**src/rtl/bolge_sirala.sv**
```systemverilog
// Request sequencer for the bolge region decoder: queues {mode, region} requests
// and presents each one on Y/G/R for a programmable dwell, then a blanking gap.
module bolge_sirala #(
  parameter int DEPTH      = 4,
  parameter int DWELL_W    = 8,
  parameter int GAP_CYCLES = 1
) (
  input  logic                     clk,
  input  logic                     rst_n,
  input  logic                     clr,
  input  logic                     req_valid,
  output logic                     req_ready,
  input  logic [1:0]               req_mode,
  input  logic [1:0]               req_region,
  input  logic [DWELL_W-1:0]       dwell,
  output logic                     Y,
  output logic [1:0]               G,
  output logic [1:0]               R,
  output logic                     done,
  output logic [$clog2(DEPTH):0]   level
);

  localparam int AW = $clog2(DEPTH);
  localparam int LW = AW + 1;
  localparam logic [3:0] GAP_LOAD = (GAP_CYCLES > 0) ? 4'(GAP_CYCLES - 1) : 4'd0;

  typedef enum logic [1:0] {S_IDLE, S_ACTIVE, S_GAP} state_t;

  typedef struct packed {
    logic [1:0] mode;
    logic [1:0] region;
  } entry_t;

  entry_t             mem [DEPTH];
  entry_t             head;
  logic [AW-1:0]      wr_ptr, rd_ptr;
  logic               push, pop, empty, full;

  state_t             state, state_d;
  logic [DWELL_W-1:0] cnt, cnt_d, dwell_load;
  logic [3:0]         gcnt, gcnt_d;
  logic               y_d, done_d;
  logic [1:0]         g_d, r_d;

  // ---------------- FIFO ----------------
  assign full      = (level == LW'(DEPTH));
  assign empty     = (level == '0);
  assign req_ready = !full && !clr;
  assign push      = req_valid && req_ready;
  assign head      = mem[rd_ptr];

  // NOTE: the storage array carries no reset; only pointers and level define
  // which entries are valid, so stale contents are never observed.
  always_ff @(posedge clk) begin
    if (push) mem[wr_ptr] <= '{mode: req_mode, region: req_region};
  end

  // NOTE: sequential state uses non-blocking assignments only, so every
  // register samples the pre-edge value of the others.
  always_ff @(posedge clk or negedge rst_n) begin
    if (!rst_n) begin
      wr_ptr <= '0;
      rd_ptr <= '0;
      level  <= '0;
    end else if (clr) begin
      wr_ptr <= '0;
      rd_ptr <= '0;
      level  <= '0;
    end else begin
      if (push) wr_ptr <= wr_ptr + 1'b1;
      if (pop)  rd_ptr <= rd_ptr + 1'b1;
      case ({push, pop})
        2'b10:   level <= level + 1'b1;
        2'b01:   level <= level - 1'b1;
        default: level <= level;
      endcase
    end
  end

  // ---------------- FSM: state register ----------------
  always_ff @(posedge clk or negedge rst_n) begin
    if (!rst_n) begin
      state <= S_IDLE;
      cnt   <= '0;
      gcnt  <= '0;
    end else begin
      state <= state_d;
      cnt   <= cnt_d;
      gcnt  <= gcnt_d;
    end
  end

  // A dwell of zero is presented for a single cycle.
  assign dwell_load = (dwell == '0) ? '0 : dwell - 1'b1;

  // ---------------- FSM: next state ----------------
  // NOTE: every signal written here gets a default first so no latch is inferred.
  always_comb begin
    state_d = state;
    cnt_d   = cnt;
    gcnt_d  = gcnt;
    pop     = 1'b0;
    case (state)
      S_IDLE: begin
        if (!empty) begin
          pop     = 1'b1;
          state_d = S_ACTIVE;
          cnt_d   = dwell_load;
        end
      end
      S_ACTIVE: begin
        if (cnt != '0) begin
          cnt_d = cnt - 1'b1;
        end else if (GAP_CYCLES > 0) begin
          state_d = S_GAP;
          gcnt_d  = GAP_LOAD;
        end else if (!empty) begin
          pop     = 1'b1;
          cnt_d   = dwell_load;
        end else begin
          state_d = S_IDLE;
        end
      end
      S_GAP: begin
        if (gcnt != '0) begin
          gcnt_d = gcnt - 1'b1;
        end else if (!empty) begin
          pop     = 1'b1;
          state_d = S_ACTIVE;
          cnt_d   = dwell_load;
        end else begin
          state_d = S_IDLE;
        end
      end
      default: state_d = S_IDLE;
    endcase
    // Flush overrides push, pop and the end of a dwell.
    if (clr) begin
      state_d = S_IDLE;
      cnt_d   = '0;
      gcnt_d  = '0;
      pop     = 1'b0;
    end
  end

  // ---------------- FSM: outputs (next values, registered below) ----------------
  always_comb begin
    y_d    = 1'b0;
    g_d    = 2'b00;
    r_d    = 2'b00;
    done_d = (state == S_ACTIVE) && (cnt == '0) && !clr;
    if (pop) begin
      y_d = 1'b1;
      g_d = head.mode;
      r_d = head.region;
    end else if (state_d == S_ACTIVE) begin
      y_d = 1'b1;
      g_d = G;
      r_d = R;
    end
  end

  always_ff @(posedge clk or negedge rst_n) begin
    if (!rst_n) begin
      Y    <= 1'b0;
      G    <= 2'b00;
      R    <= 2'b00;
      done <= 1'b0;
    end else begin
      Y    <= y_d;
      G    <= g_d;
      R    <= r_d;
      done <= done_d;
    end
  end

endmodule
```
**config.mk**
```make
export PLATFORM = sky130hd
export DESIGN_NAME = bolge_sirala
export DESIGN_NICKNAME = d
export VERILOG_FILES = /design/src/rtl/bolge_sirala.sv
export SDC_FILE = /design/constraint.sdc
export NUM_CORES = 1
export LEC_CHECK = 0
export CORE_MARGIN = 2
export CORE_UTILIZATION = 35
export DETAILED_ROUTE_END_ITERATION = 10
export PLACE_DENSITY = 0.53
export SKIP_CTS_REPAIR_TIMING = 1
export SKIP_LAST_GASP = 1
export SLEW_MARGIN = 10
export SYNTH_ARGS = -nofsm -noshare
export SYNTH_HDL_FRONTEND = slang
export SYNTH_SLANG_ARGS = --single-unit
```
**constraint.sdc**
```tcl
create_clock -name clk -period 4.74 [get_ports clk]
set_clock_uncertainty 0.1 [all_clocks]
set_input_delay 0.711 -clock clk [delete_from_list [all_inputs] [get_ports clk]]
set_output_delay 0.711 -clock clk [all_outputs]
set_load 0.03 [all_outputs]
```
# Word level (Yosys, flattened, before mapping)
# Memories as Yosys holds them, arrays and structs flattened.
# Index checks and enable logic that the tools add are counted.
# word_totals
register_bits	27
ramBits	16
input_bits	16
out_inout_bits	10
elab_cells	81
n_memories	1
# mem_list
name	words	word_bits	rd	rd_ports_with_merged_regs	wr	line_no	rtl
mem	4	4	1	0	1	34	entry_t mem [DEPTH];
# op_classes
addsub	7
n_eq_ne	11
mux	33
n_reduce_logical	19
# op_table
op	n
8-bit 2-to-1 mux	5
8-bit case mux with 3 select lines	1
2-bit 2-to-1 mux	11
8-bit zero test	2
8-bit by 1-bit subtractor with 8-bit output, second input constant	2
4-bit 2-to-1 mux	3
3-bit inequality test, second input constant	4
1-bit 2-to-1 mux	8
4-bit case mux with 2 select lines	1
4-bit nonzero test	2
8-bit nonzero test	1
2-bit by 1-bit equality test with 1-bit output, second input constant	3
2-bit case mux with 3 select lines	1
3-bit case mux with 2 select lines	1
3-bit AND reduction	2
3-bit nonzero test	2
2-bit by 1-bit adder with 2-bit output, second input constant	2
2-bit equality test, second input constant	2
1-bit logical AND	4
2-bit nonzero test	2
4-bit by 1-bit subtractor with 4-bit output, second input constant	1
3-bit by 1-bit adder with 3-bit output, second input constant	1
3-bit equality test, second input constant	1
3-bit zero test	1
6 further kinds	7

# Longest topological paths before layout
# Gate-level depths: netlist of run 1.
# logic_depth
ltp_word	8
depth_mapped	9
depth_no_buf	9

# Worst setup path before layout of run 1
# Ideal clock, no wire load.
# synth_timing
path_kind	input -> output
start	input port clr
end	output port req_ready
arrival_time_ns	1.613
t_required_ns	3.929
setup_slack_ns	2.316
path_stages	3
path_buffers	2
cell_sequence	clkbuf_1 > clkbuf_1 > a21oi_1
# synth_via
elab_chain_len	2
# synth_rtl
element	line_no	rtl
start, declared	10	input logic clr,
1-bit zero test	48	assign req_ready = !full && !clr;
1-bit logical AND	48	
end, declared	12	output logic req_ready,
# No other way between the ends.

# Worst setup path after layout of run 1
# Ends and elaborated chain as after synthesis.

==> results of run 1 <==
==> Yosys cell counts (all sizes together) (4+ instances only) <==
master,n
clkbuf,5
ha,12
nor2,20
inv,20
mux4,4
and2,7
a22o,4
o21ai,17
dfrtp,27
edfxtp,16
xnor2,5
a22oi,4
nor3,11
nand2,6
a21oi,10
==> path summary, 6_finish.rpt <==
check / startpoint / to / cells past startpoint
min in group asynchronous: rst_n / cnt[7] / 2
setup reg to reg: state[0] / level[2] / 9
hold / removal: G[0] / G[0] / 1
setup / recovery: clr / req_ready / 3
hold reg to reg: G[0] / G[0] / 1
max in group asynchronous: rst_n / cnt[4] / 2
==> flip-flops by register name (all words and copies together), names as in the netlist, 2 cells and up <==
name    cells
G           2
level       3
mem        16
state       2
gcnt        4
R           2
wr_ptr      2
rd_ptr      2
cnt         8
==> cells by family (layout without fill, tap and decap cells) <==
| group | count (synthesis) | after routing |
|---|---|---|
| xor+xnor | 8 | 8 |
| mux | 7 | 7 |
| compound gates | 60 | 60 |
| fa+ha+maj | 13 | 13 |
| flops | 43 | 43 |
| buf+inv | 26 | 56 |
| simple gates | 67 | 67 |
==> power by group <==
part | internal, W | switching [W]
clock network | 0.000159 | 0.000142
registers | 0.000466 | 0.0000911
logic | 0.000338 | 0.000442
==> critical path, delay by kind of cell <==
family | cells | cell delay [ns]
AOI/OAI and AO/OA | 1 | 0.24
buffers and inverters | 2 | 1.31
==> final cells by class <==
cell class                 instances  area share (%)
sequential                        43            39.9
clock buffer                       5            2.38
tap                               80            3.46
timing repair buffer              28            9.42
inverter                          20            2.59
multi-input combinational        155            40.6
clock inverter                     3            1.60
==> per-stage QoR <==
stage                     util, %  cells  cell area [um^2]  hold WS, ns
after floorplan                 -    224              2430        0.315
after global placement       41.2    326              2780        0.394
after detailed placement     41.2    326              2780        0.391
after CTS                    42.9    334              2900        0.418
after global routing         42.9    334              2900        0.440
final                        42.9    334              2900        0.407
==> metal layers <==
layer	up-vias	part of all wire, %	track usage, %
li1	877	-	-
met1	898	51	21.0
met2	14	46	22.9
met3	4	1.7	3.41
met4	0	1.1	4.62
met5	-	0	0
==> results.md, run 1 <==
- At the pin with the least slew margin, the transition time is 0.785 ns.
- Summing all multi-input logic gate instances after layout gives between 1000 and 1500 um^2.
- The number of sinks handled by clock tree synthesis is 43.
- Synthesis produced a netlist with a net count of 253.
- The core region area is 6760 um^2.
- The share of the synthesized area in the top cell type is around 28%.
- The initial antenna violation count is 0.
- For this configuration, the core starts out at a cell density of 36.0%.
- The post-route DRC violation count is 0.
- In this run the remaining antenna-violating nets after routing total 0.
- In the final routed layout, each cell accounts on average for 15.1 um.
- The synthesized instance count is 224.
- The later pin in the worst-skew pair is clocked with a latency of 0.30 ns.
- The portion of the post-synthesis area used by sequential elements is 47.6%.
- Summing every instance area after synthesis gives 2430 um^2.
- The largest driver fanout on the critical path is 11.
- In this run the register-to-register setup slack is 2.24 ns.
- After layout, the minimum clock period comes to 3.08 ns.
- The run finished with clean final reports.
- The antenna cell count is 0.
- The layout overhead on the synthesized area is 19.1%.
- Using the TritonRoute via totals, the vias-per-cell ratio works out to roughly 5.4.
- The die outline height is 87.3 um.
- The longest individual stage delay on the worst path is 0.70 ns.
- The power consumption is around 0.0016 W.
- The most numerous cell type found on the critical path is sky130_fd_sc_hd__clkdlybuf4s50_1.
- The critical path data arrival time is 2.26 ns.
- The setup violation total in the final timing report is 0.
- The pin count of the biggest net entering global routing is 28.
- The static leakage is ~1.2 nW.
- Setup repair after global routing left no endpoint under its margin.
- 26 I/O pins were placed.
- The post-route netlist has between 10% and 20% of its cells at a drive strength greater than 1.
- The maximum clock frequency is 325 MHz.
- STA classifies the critical path endpoint as an output pin.
- Across the whole layout, storage elements account for roughly 1200 um^2.
- The worst-case IR drop observed on VDD is 0.000212 V.
- The half-perimeter wire length after detailed placement is between 3000 and 4000 um.
- The critical path is of the input pin to output pin type.
- For this run the aggregate overflow at the end of global routing stands at 0.
- The main combinational cell family by area after synthesis is compound AO/OA/AOI/OAI gates.
- The die covers 7630 um^2.
- For this run, the leading register cell type out of synthesis is sky130_fd_sc_hd__dfrtp_1.
- STA classifies the critical path startpoint as an input pin.
- The all-layer global routing usage is 14.9%.
- The setup slack after layout is 1.66 ns.
- The detailed-route via count is 1793.
- The layout has approximately 660 filler cells.
- The hold violation total from the final report is 0.
- The floorplan has 30 rows.
- For the final routed database, the setup TNS stands at 0 ns.
- Yosys mapped a number of flops with a built-in enable equal to 16.
- The synthesized netlist devotes between 2 and 3% of its cell area to XOR and XNOR gates.
- The maximum level of the CTS H-tree is 2.
- Summing the areas of all compound-gate instances in the mapped netlist gives between 15 and 20% of the synthesized area.
- The fraction of registers with async set/reset is 62.8%.
- Dividing the final minimum period by the clock period gives 64.9%.
- The worst hold-check path type is flop to flop.
- The via count of the first global-routing pass is 1788.
- The netlist uses 58 different library cells.
- For this run, the post-layout net count is roughly 280.
- After Yosys synthesis, full adders, half adders and majority gates account for 7.00% of the synthesized area.
- The most common cell after layout, fill and taps aside is sky130_fd_sc_hd__dfrtp_1.
- In this run the horizontal extent of the chip is 87.3 um.
- The Yosys step of the flow raised 0 warnings.
- Walking the worst path, the cells encountered are clkdlybuf4s50_1, a21oi_1, clkdlybuf4s50_1.
- Leaving out fill and tap cells, the most frequent cells in the layout are sky130_fd_sc_hd__dfrtp_1 (27), sky130_fd_sc_hd__clkdlybuf4s50_1 (25), sky130_fd_sc_hd__inv_1 (20), sky130_fd_sc_hd__nor2_1 (20), sky130_fd_sc_hd__edfxtp_1 (16).
- TritonCTS built the clock tree.
- No sink is reached through more buffers than the 2 on the longest clock path.
- The power per standard cell area is 565 nW/um^2.
- Routability-driven placement finished with a final weighted congestion of between 0.7 and 0.8.
- Multiplexer cells account for under 10% of the synthesized area.
- In the post-synthesis netlist, the biggest area contributors are sky130_fd_sc_hd__dfrtp_1 (28%), sky130_fd_sc_hd__edfxtp_1 (20%), sky130_fd_sc_hd__ha_1 (6.2%).
- Measured against its own limit, the worst slew margin works out to 47.7%.
- The synthesized design contains 43 register bits.
- The final routed wirelength across all metal layers is 5050 um.
- The tree is rooted in a sky130_fd_sc_hd__clkbuf_8.
- The CTS buffer count is 5.
- The violation count after the first detailed-route iteration is 79.
- The biggest area consumer among synthesized cells is sky130_fd_sc_hd__dfrtp_1.
- The mean instance size in the synthesized netlist is 10.9 um^2.
- The data required time of the critical path is 3.93 ns.
- The final max-slew violation count came to 0.
- The share of synthesized cell area in and, or, nand and nor gates is 16.1%.
- Max-cap violations in this run came to 0.
- The total iterations of the first detailed-routing run is 4.
- The slowest stage of the critical path belongs to the cell sky130_fd_sc_hd__clkdlybuf4s50_1.
- The first global-routing pass estimated slightly below 9000 um of wire.
- The CTS clock-pin slew for the worst setup and hold paths is roughly 0.090 ns.
- The post-placement worst setup slack is 1.66 ns.
- Port buffering added 25 buffers.
Note: power is estimated with default switching activity, not from simulation.
==> inputs of run 2 (changes only) <==
--- a/config.mk
+++ b/config.mk
@@ -8,7 +8,7 @@
 export CORE_MARGIN = 2
 export CORE_UTILIZATION = 35
 export DETAILED_ROUTE_END_ITERATION = 10
-export PLACE_DENSITY = 0.53
+export PLACE_DENSITY = 0.55
 export SKIP_CTS_REPAIR_TIMING = 1
 export SKIP_LAST_GASP = 1
 export SLEW_MARGIN = 10
==> constraint.sdc (replaced) <==
create_clock -name clk -period 2.6 [get_ports clk]
set_clock_uncertainty 0.1 [all_clocks]
set_input_delay 0.39 -clock clk [delete_from_list [all_inputs] [get_ports clk]]
set_output_delay 0.39 -clock clk [all_outputs]
set_load 0.03 [all_outputs]
==> results.md, run 2 (synthesis results as in run 1) <==
- The power per standard cell area is a little over 1000 nW/um^2.
- Across all layers, the routed design uses around 1.8k vias.
- The critical path data arrival time is 2.32 ns.
- The library cells used most frequently in the layout, excluding fill and tap cells, are sky130_fd_sc_hd__dfrtp_1 (27), sky130_fd_sc_hd__clkdlybuf4s50_1 (24), sky130_fd_sc_hd__inv_1 (20), sky130_fd_sc_hd__nor2_1 (20), sky130_fd_sc_hd__edfxtp_1 (16).
- Hold timing on the final database bottoms out at a slack of around 0.37 ns.
- The critical path capture point type is a flop.
- The actual slew at the worst max-slew pin is between 0.4 and 0.5 ns.
- In the final layout, the registers with the most flip-flops are mem (16), cnt (8), gcnt (4).
- The clock reaches the later pin of the worst-skew pair after 0.30 ns.
- Ranked by flip-flop count, first place goes to mem.
- The hold violation total from the final report is 0.
- The ratio of cells with drive above 1 in the final layout is 13.2%.
- The maximum vdd drop is roughly 0.00041 V.
- The count of max-cap constraint violations is 0.
- The final max-slew violation count is 0.
- The total cell area at the placement stage is 2810 um^2.
- The worst hold-check path type is input pin to asynchronous set/reset pin.
- Walking the worst path, the cells encountered are inv_1, ha_1, or4b_4, o211ai_2, a311o_2, nor3b_4, a22o_1.
- The half-perimeter wire length after detailed placement is between 3000 and 4000 um.
- Compared with the post-synthesis result, the final layout area differs by 20.3%.
- The number of sinks handled by clock tree synthesis is 43.
- The initial antenna violation count came to 0.
- The final non-filler cell area is around 3000 um^2.
- The kind of start point of the critical path is a flop.
- The number of clock buffers added by TritonCTS is 5.
- The maximum level of the CTS H-tree is 2.
- The critical setup path kind is flop to flop.
- The flip-flop count of the largest register after layout is 16.
- The all-layer global routing usage is 14.7%.
- The die is just under 90 um wide.
- For this design, the slowest cell found on the critical path is sky130_fd_sc_hd__or4b_4.
- The final routed wirelength across all metal layers is 5010 um.
- The number of rows created at floorplan is 30.
- The worst register-to-register path has a setup slack of 0.37 ns.
- For the worst flop-to-flop path, the logic depth is 7.
- The longest individual stage delay on the worst path is 0.50 ns.
- The post-route DRC violation count is 0.
- The floorplan step defined a die boundary enclosing 7630 um^2.
- The static leakage is 1.18 nW.
- The accumulated negative setup slack is 0 ns.
- The detailed router finished its first iteration with 119 violations.
- The category of cells accounting for the largest share of critical-path delay is compound AO/OA/AOI/OAI gates.
- The routed via count divided by cell count is around 5.3.
- The number of buffers and inverters on the critical path is 1.
- The post-placement worst setup slack is 0.181 ns.
- The total iterations of the first detailed-routing run is 4.
- The part of the cycle the worst path needs is 85.7%.
- At the end of the flow, the number of nets in the layout was 286.
- The average routed wire per standard cell is 14.8 um.
- Global routing finished with a remaining overflow of 0.
- The worst reg2reg path startpoint is cnt[0].
- 0 antenna diodes ended up in the layout.
- The CTS tree is built.
- Entering global routing, the biggest net connects 28 pins.
- The effective utilization at floorplan is 36.0%.
- The maximum clock frequency is 449 MHz.
- The power consumption is 0.00303 W.
- Setup violations remaining at the end of the flow were counted as 0.
- The core region area is 6760 um^2.
- Leaving out fill and tap cells, the most frequent cell in the layout is sky130_fd_sc_hd__dfrtp_1.
- The die is 87.3 um tall.
- The run finished with clean final reports.
- The data required time of the critical path is 2.69 ns.
- After clock tree synthesis, the clock-pin slew on the worst setup and hold paths is 0.09 ns.
- Setup repair after global routing left no endpoint under its margin.
- The setup slack after layout is around 0.37 ns.
- The count of pins on the block boundary is 26.
- The worst register-to-register path ends at R[0].
- The routability congestion estimate from global placement is 0.769.
- In this run the remaining antenna-violating nets after routing total 0.
- The maximum buffer depth of the clock tree is 2.
- The first global-routing pass estimated 8820 um of wire.
- The via count of the first global-routing pass was ~1.8k.
- In this run the tool buffered the top-level ports with 25 buffer cells.
- Of all nets on the critical path, the largest fanout is 5.
- The final critical path time including I/O delays and setup is ~2.2 ns.
- The worst max-slew margin expressed relative to the limit is 70.2%.
- Clock tree synthesis selected as its root buffer the cell sky130_fd_sc_hd__clkbuf_8.
run 2: area by class of cell:
| type | count | area, um^2 |
|---|---|---|
| Timing Repair Buffer | 32 | 300 |
| Tap cell | 80 | 100 |
| Inverter | 20 | 75.1 |
| Sequential cell | 43 | 1160 |
| Clock buffer | 5 | 68.8 |
| Clock inverter | 3 | 47.5 |
| Multi-Input combinational cell | 155 | 1180 |
| Fill cell | 667 | 3830 |
run 2: routing by layer:
metal	vias to the layer above	routed length [um]	share of wire (%)	track usage, %
met5	-	0	0	0
met4	0	76	1.5	5.17
met3	6	181	3.6	3.03
met2	38	2460	49	23.4
met1	861	2300	46	19.8
li1	887	-	-	-
run 2: how the worst max path moves through the flow:
stage	slack [ns]	startpoint	end	depth (start not counted)
3_3_place_gp	0.25	clr	level[2]	7
5_1_grt	0.23	state[0]	level[2]	9
2_1_floorplan	0.35	level[1]	level[2]	8
3_5_place_dp	0.18	dwell[0]	cnt[4]	8
6_report	0.37	cnt[0]	R[0]	7
4_1_cts	0.35	cnt[0]	R[0]	7
run 2: where the power goes:
group          leakage (nW)  total, W  internal [W]  switching [W]
Sequential            0.508   0.00101      0.000849       0.000159
Combinational         0.616   0.00149      0.000662       0.000825
Clock                0.0587  0.000539      0.000291       0.000247
run 2: worst register-to-register path, cell delays in order (launching register included):
cell and delay [ns]:
sky130_fd_sc_hd__dfrtp_1 0.41, sky130_fd_sc_hd__inv_1 0.13, sky130_fd_sc_hd__ha_1 0.25, sky130_fd_sc_hd__or4b_4 0.50
sky130_fd_sc_hd__o211ai_2 0.19, sky130_fd_sc_hd__a311o_2 0.23, sky130_fd_sc_hd__nor3b_4 0.06, sky130_fd_sc_hd__a22o_1 0.24
run 2: per-stage QoR:
stage,util [%],std cells
floorplan,-,224
global placement,41.6,330
detailed placement,41.6,330
CTS,43.3,338
global route,43.3,338
finish,43.3,338
